==> src/rtl/syn_sum_acc.sv <==
// Frame accumulator: sums N_SAMPLES {cout,sum} adder results with sticky saturation
// and hands each frame total to a valid/ready sink, counting completed hand-offs.
module syn_sum_acc #(
  parameter int unsigned N_SAMPLES = 4,
  parameter int unsigned ACC_W     = 12
) (
  input  logic             clk,
  input  logic             rst,
  input  logic             in_valid,
  input  logic [7:0]       sum,
  input  logic             cout,
  output logic             in_ready,
  input  logic             out_ready,
  output logic             out_valid,
  output logic [ACC_W-1:0] acc_out,
  output logic             ovf,
  output logic [7:0]       frame_cnt
);

  localparam int unsigned CNT_W = (N_SAMPLES > 1) ? $clog2(N_SAMPLES) : 1;
  localparam int unsigned SUM_W = ACC_W + 1;
  localparam logic [CNT_W-1:0] LAST_CNT = CNT_W'(N_SAMPLES - 1);

  typedef enum logic {ST_ACC, ST_HOLD} state_t;

  state_t             r_state;
  logic [ACC_W-1:0]   r_acc;
  logic [CNT_W-1:0]   r_cnt;
  logic               r_sat;
  logic               r_in_ready;
  logic               r_out_valid;
  logic [ACC_W-1:0]   r_acc_out;
  logic               r_ovf;
  logic [7:0]         r_frame_cnt;

  logic [SUM_W-1:0]   w_sample;
  logic [SUM_W-1:0]   w_s;
  logic               w_sat;
  logic [ACC_W-1:0]   w_acc_next;
  logic               w_accept;

  // One extra bit of headroom catches the overflow; saturation is sticky within a frame.
  assign w_sample   = SUM_W'({cout, sum});
  assign w_s        = SUM_W'(r_acc) + w_sample;
  assign w_sat      = r_sat | w_s[ACC_W];
  assign w_acc_next = w_sat ? {ACC_W{1'b1}} : w_s[ACC_W-1:0];
  assign w_accept   = in_valid & r_in_ready;

  always_ff @(posedge clk or negedge rst) begin
    if (!rst) begin
      r_state     <= ST_ACC;
      r_acc       <= '0;
      r_cnt       <= '0;
      r_sat       <= 1'b0;
      r_in_ready  <= 1'b1;
      r_out_valid <= 1'b0;
      r_acc_out   <= '0;
      r_ovf       <= 1'b0;
      r_frame_cnt <= '0;
    end else if (r_state == ST_ACC) begin
      if (w_accept) begin
        if (r_cnt == LAST_CNT) begin
          r_acc_out   <= w_acc_next;
          r_ovf       <= w_sat;
          r_acc       <= '0;
          r_cnt       <= '0;
          r_sat       <= 1'b0;
          r_state     <= ST_HOLD;
          r_out_valid <= 1'b1;
          r_in_ready  <= 1'b0;
        end else begin
          r_acc <= w_acc_next;
          r_sat <= w_sat;
          r_cnt <= r_cnt + CNT_W'(1);
        end
      end
    end else begin
      // Result stays frozen until the sink takes it; input is refused meanwhile.
      if (out_ready) begin
        r_out_valid <= 1'b0;
        r_in_ready  <= 1'b1;
        r_state     <= ST_ACC;
        r_frame_cnt <= r_frame_cnt + 8'd1;
      end
    end
  end

  assign in_ready  = r_in_ready;
  assign out_valid = r_out_valid;
  assign acc_out   = r_acc_out;
  assign ovf       = r_ovf;
  assign frame_cnt = r_frame_cnt;

endmodule

==> config.mk <==
export PLATFORM = sky130hd
export DESIGN_NAME = syn_sum_acc
export DESIGN_NICKNAME = d
export VERILOG_FILES = /design/src/rtl/syn_sum_acc.sv
export SDC_FILE = /design/constraint.sdc
export NUM_CORES = 1
export LEC_CHECK = 0
export CAP_MARGIN = 20
export CORE_ASPECT_RATIO = 1.75
export CORE_UTILIZATION = 40
export CTS_CLUSTER_SIZE = 8
export DETAILED_ROUTE_END_ITERATION = 12
export PLACE_DENSITY = 0.68
export SYNTH_ARGS = -nofsm -noshare
export SYNTH_HDL_FRONTEND = slang
export SYNTH_SLANG_ARGS = --single-unit
==> constraint.sdc <==
create_clock -name clk -period 2.2 [get_ports clk]
set_clock_uncertainty 0.05 [all_clocks]
set_input_delay 0.44 -clock clk [delete_from_list [all_inputs] [get_ports clk]]
set_output_delay 0.44 -clock clk [all_outputs]
set_load 0.02 [all_outputs]
==> results of run 1 <==
-- cells in the final DEF (no fill, tap or decap), types with 3 or more instances in the layout --
master,n
clkinv_2,3
nand3_1,6
dfrtp_1,38
a31oi_1,5
o21a_1,4
ha_1,4
a21oi_2,5
xnor2_1,9
nor2_1,12
a21o_1,3
ha_4,5
nand4_1,3
a22o_1,3
nand2_1,32
o31ai_1,5
o22a_1,3
a21oi_1,3
clkbuf_8,5
o21ai_1,3
and3_1,3
clkdlybuf4s50_1,28
nor3_1,3
buf_4,44
o21ai_0,9
xor2_1,5
dlygate4sd2_1,5
-- layout make-up --
cell class | instances | area share, %
inverter | 1 | 0.125
sequential | 39 | 32.6
clock buffer | 5 | 2.30
timing repair buffer | 82 | 23.3
tap | 54 | 2.25
multi-input combinational | 155 | 38.9
clock inverter | 3 | 0.501
-- metal layers --
metal / up-vias / GRT usage, %
met1: 899 / 21.3
met5: - / 0
met2: 34 / 37.0
met4: 0 / 8.07
li1: 900 / -
met3: 14 / 2.93
-- Yosys cell counts, drive strengths merged, types with 2 or more instances --
| cell type | n |
|---|---|
| ha | 11 |
| a21o | 3 |
| and2 | 2 |
| a31oi | 5 |
| nor3 | 3 |
| nor2 | 14 |
| a22o | 4 |
| o22a | 3 |
| and3 | 3 |
| o21a | 4 |
| nand4 | 3 |
| clkbuf | 9 |
| o31ai | 6 |
| a21oi | 9 |
| o21ai | 14 |
| dfrtp | 38 |
| a311oi | 2 |
| a211oi | 3 |
| nand3 | 7 |
| mux2 | 2 |
| xnor2 | 9 |
| xor2 | 5 |
| nand2 | 32 |
-- state kept, by name (all words and copies together), names as in the netlist --
register	flops
acc_out	12
r_acc	12
frame_cnt	8
r_cnt	2
in_ready	1
out_valid	1
ovf	1
r_sat	1
r_state	1
-- final timing paths --
| kind | start | endpoint | slack, ns | depth (start not counted) |
|---|---|---|---|---|
| max in group asynchronous | rst | acc_out[10] | 1.61 | 2 |
| max | sum[4] | acc_out[3] | -0.1 | 9 |
| min reg2reg | r_cnt[1] | r_cnt[1] | 0.44 | 2 |
| min in group clk | r_cnt[1] | r_cnt[1] | 0.44 | 2 |
| max reg2reg | r_acc[0] | acc_out[3] | -0.08 | 9 |
| min | rst | frame_cnt[0] | 0.13 | 2 |
-- where the power goes --
part	internal (mW)	switching, mW
clock	0.217	0.256
combinational	1.23	1.09
sequential	0.985	0.197
-- worst reg2reg max path, cell delays in order (launching register included) --
cell      delay, ns
dfrtp_1        0.41
ha_4           0.18
fa_2           0.35
nand3_2        0.07
a21oi_2        0.06
or2_4          0.27
a311oi_4       0.31
buf_6          0.17
o21ai_2        0.06
mux2_4         0.25
-- logic make-up after synthesis --
family / share of synthesized area (%)
buffers and inverters: 2.36
XOR/XNOR: 5.93
AO/OA/AOI/OAI: 20.3
adder cells (fa/ha/maj): 7.62
AND/OR/NAND/NOR: 14.8
multiplexers: 1.75
flip-flops: 47.2
-- repair_timing --
action,4_1_cts,5_1_grt
buffers inserted,3,4
pin swaps,10,11
setup endpoints to repair,26,26
cloned,1,0
gates resized for setup,20,8
-- through the flow --
stage | hold slack, ns | setup slack (ns)
floorplan | 0.0944 | -0.0922
global placement | 0.409 | -0.635
detailed placement | 0.425 | -0.666
CTS | 0.155 | -0.0870
global route | 0.180 | -0.179
finish | 0.131 | -0.0991
==> impl_results.md, run 1 <==
- Status: finished, violations left
- Failing checks: setup timing
- Worst-path clk slew: 0.08 ns
- Final Setup Violations: 16
- Dominant cell type by area after synthesis: dfrtp_1
- First-pass GRT wire length: 8450 microns
- Total congestion overflow: 0
- CP Cell Sequence: clkdlybuf4s50_1, ha_2, nand4_1, a21oi_2, or2_4, a311oi_4, buf_6, o21ai_2, mux2_4
- Fin nets: 309
- WL met1: 2020 microns
- Routability Congestion: 0.866
- Clock H-tree levels: 2
- PD cells: 1330 nW/um^2
- Synth area leaders: dfrtp_1 46%, ha_1 6.7%, nand2_1 5.8%
- Worst Tran Pin Value: 0.500 ns
- Core ar.: 4980 sq um
- Max cap viols: 0
- Register bit total from synthesis: 39
- Post-synth EDFFs: 0
- Clock Tree Buf Depth: 2
- Die area: 5470 sq um
- Crit-path max FO: 5
- Leakage power: 1.39 nW
- Vias: 1847
- Antenna violations before repair: 0
- Register area share after synthesis: 47.2%
- Worst setup slack after layout: -0.0991 ns
- Post-Route Utilization: 60.2%
- Fraction of layout cells with a size suffix above 1: 30.5%
- WL met2: 2860 microns
- Synthesized instance count: 205
- Peak supply drop: 0.792 mV
- Root buffer cell: clkbuf_8
- Port bufs: 35
- Die Span X: 56.4 microns
- Final Max Slew Viols: 0
- Required time worst endpoint: 2.34 ns
- Initial core utilization: 41.6%
- Hold buffers post-CTS: 0
- # diodes: 0
- Post-DP HPWL: 3750 microns
- Metal3 WL: 100 microns
- Post-synth top area share: 46.0%
- Slowest-stage cell, CP: clkdlybuf4s50_1
- Clock buffer count from CTS: 5
- Worst path max stage delay: 0.49 ns
- Sequential cell area: 977 sq um
- DR pass1 iterations: 4
- Netlist cell types: 43
- Clock sink total: 39
- Vias in the first global route: 1875
- Per-cell routed wire length: 15.1 microns
- Max Clock Freq: 0.435 GHz
- I/O pin count: 36
- Worst Hold Class: in -> async
- Worst rel slew slack: 66.7%
- Detailed Route Iter0 Violations: 47
- Post-route DRC: 0
- Crit end category: flip-flop
- Layout Cells excl Fill: 339
- Die Height: 97.1 microns
- Worst Setup Start Kind: input pin
- Fin area: 3000 sq um
- Largest delay share family, worst path: buffers and inverters
- Worst Path Buf+Inv: 2
- Avg Cell Area, Syn: 10.1 sq um
- Synth warn: 0
- Dpl cells: 323
- Synthesis-to-finish area growth: 44.9%
- Via density: 5.45
- Period minus WS final: 2.30 ns
- Row count: 34
- Cell Area, Synth: 2070 sq um
- Critical path class: in -> reg
- GRT Overall Usage: 19.7%
- Detail Route Antenna Nets: 0
- Placed cell area: 2760 sq um
- Syn nets: 230
- Fill cells: 437
- RSZ-0062 raised after global routing: true
- Top sig layer: met4
- Area of the multi-input gates: 1170 sq um
- Largest net degree at the start of global routing: 40
- Post-Route WL: 5120 microns
- Fin. Hold Viols: 0
- Worst-Skew Late Latency: 0.29 ns
- Most common flop cell mapped by yosys: dfrtp_1
- CTS tree: yes
- Pwr Total: 3.98 mW
- Ys async rst share: 100%
- Post-route setup TNS: -0.753 ns
- Final period util: 105%
- Data arrival, critical path: 2.43 ns
Note: power is estimated with default switching activity, not from simulation.
==> run 2: changes to the inputs <==
Settings changed: CORE_MARGIN from default to 4.
==> run 2 against run 1 <==
The run still ends with setup timing left; routed wire length fell by 2.0%; setup slack improved by 0.012 ns; flip-flop and latch count did not move; largest power group unchanged; non-clock buffer count fell by 4; highest routed layer unchanged; sequential share of layout area hardly changed; design area hardly changed; critical endpoint unchanged; total power grew 2.8%.
==> impl_results.md, run 2 (synthesized netlist as in run 1, its figures left out) <==
- Vias: 1828
- CP Cell Sequence: clkdlybuf4s50_1, ha_2, buf_4, a21oi_4, a21oi_2, or2_4, a311oi_4, buf_6, o21ai_4, mux2_4
- Post-DP HPWL: 3780 microns
- Worst Path Buf+Inv: 3
- Fin. Hold Viols: 0
- Post-route DRC: 0
- Vias in the first global route: 1804
- Fin nets: 305
- Worst setup slack after layout: -0.0872 ns
- Worst-Skew Late Latency: 0.30 ns
- Largest net degree at the start of global routing: 40
- DR pass1 iterations: 4
- Slowest-stage cell, CP: clkdlybuf4s50_1
- Post-Route WL: 5020 microns
- RSZ-0062 raised after global routing: true
- Detailed Route Iter0 Violations: 39
- Final Setup Violations: 10
- Row count: 34
- Hold buffers post-CTS: 0
- Core ar.: 4980 sq um
- First-pass GRT wire length: 8380 microns
- Worst path max stage delay: 0.40 ns
- Area of the multi-input gates: 1170 sq um
- Most common cell after layout, fill and taps aside: buf_4
- Peak supply drop: 0.742 mV
- Port bufs: 35
- Via density: 5.46
- Clock buffer count from CTS: 5
- Clock Tree Buf Depth: 2
- Per-cell routed wire length: 15.0 microns
- Required time worst endpoint: 2.33 ns
- Most frequent cells in the layout: 41 x buf_4, 38 x dfrtp_1, 31 x nand2_1
- Worst Tran Pin Value: 0.504 ns
- Initial core utilization: 41.6%
- Clock H-tree levels: 2
- Clock sink total: 39
- Data arrival, critical path: 2.42 ns
- I/O pin count: 36
- Status: finished, violations left
- Pwr Total: 4.09 mW
- Synthesis-to-finish area growth: 45.0%
- Period minus WS final: 2.29 ns
- Final period util: 104%
- Sequential cell area: 977 sq um
- Failing checks: setup timing
- Worst rel slew slack: 66.4%
- GRT Overall Usage: 16.5%
- PD cells: 1360 nW/um^2
- Worst-path clk slew: 0.08 ns
- CTS tree: yes
- Final Max Slew Viols: 0
- Die Height: 103 microns
- Max Clock Freq: 0.437 GHz
- Fill cells: 434
- Worst Hold Class: in -> async
- Worst Setup Start Kind: input pin
- Die area: 6430 sq um
- Crit-path max FO: 5
- Critical path class: in -> reg
- Placed cell area: 2750 sq um
- Fraction of layout cells with a size suffix above 1: 28.8%
- Crit end category: flip-flop
- Routability Congestion: 0.850
- Detail Route Antenna Nets: 0
- Leakage power: 1.37 nW
- Antenna violations before repair: 0
- Total congestion overflow: 0
- Worst hold margin: 0.136 ns
- Fin area: 3000 sq um
- Die Span X: 62.4 microns
- Largest delay share family, worst path: buffers and inverters
- Max cap viols: 0
- Root buffer cell: clkbuf_8
- # diodes: 0
## run 2: changes by cell type in the layout (fill, tap and decap cells not counted), sizes merged
cell      previous run  this run
buf                 48        44
clkinvlp             0         1
clkinv               3         0
bufinv               0         1
clkbuf               5         6
## run 2: power breakdown
part	internal, mW	switching, mW	leakage [nW]
Combinational	1.22	1.09	0.817
Clock	0.338	0.263	0.0514
Sequential	0.984	0.192	0.498
Total	2.54	1.55	1.37
## run 2: layer usage
metal  vias up  part of all wire, %  GRT usage [%]  routed length [microns]
met5         -                    0              0                        0
met4         0                  4.0           8.99                      200
met3        13                  2.9           3.16                      146
met2        37                   55           31.2                     2770
met1       888                   38           17.0                     1900
li1        890                    -              -                        -
## run 2: path summary, 6_finish.rpt
| kind | start | end | slack (ns) | cells past startpoint |
|---|---|---|---|---|
| setup / recovery | sum[2] | acc_out[3] | -0.09 | 10 |
| hold / removal | rst | frame_cnt[0] | 0.14 | 2 |
| setup reg to reg | r_acc[0] | acc_out[3] | -0.07 | 9 |
| hold reg to reg | frame_cnt[7] | frame_cnt[7] | 0.43 | 1 |
| max in group asynchronous | rst | in_ready | 1.60 | 2 |
| min in group clk | frame_cnt[7] | frame_cnt[7] | 0.43 | 1 |
## run 2: per-stage QoR
stage | std cells | util, % | setup WS [ns] | TNS, ns
floorplan | 205 | - | -0.0922 | -0.264
global placement | 322 | 55.2 | -0.620 | -13.89
detailed placement | 322 | 55.2 | -0.624 | -14.18
CTS | 333 | 59.1 | -0.0903 | -0.368
global route | 335 | 60.3 | -0.144 | -1.59
finish | 335 | 60.3 | -0.0872 | -0.369
## run 2: layout make-up
class	instances	area share (%)
inverters	1	0.125
clock buffers	6	2.42
clock inverters	2	1.25
repair buffers	78	22.4
well taps	54	2.25
flip-flops and latches	39	32.6
multi-input cells	155	39.0
## run 2: what timing repair did
| action | in CTS | in global routing |
|---|---|---|
| cloned | 1 | 0 |
| resized for setup | 20 | 10 |
| setup buffers | 3 | 2 |
| pin swaps | 9 | 6 |
| setup endpoints to repair | 26 | 26 |
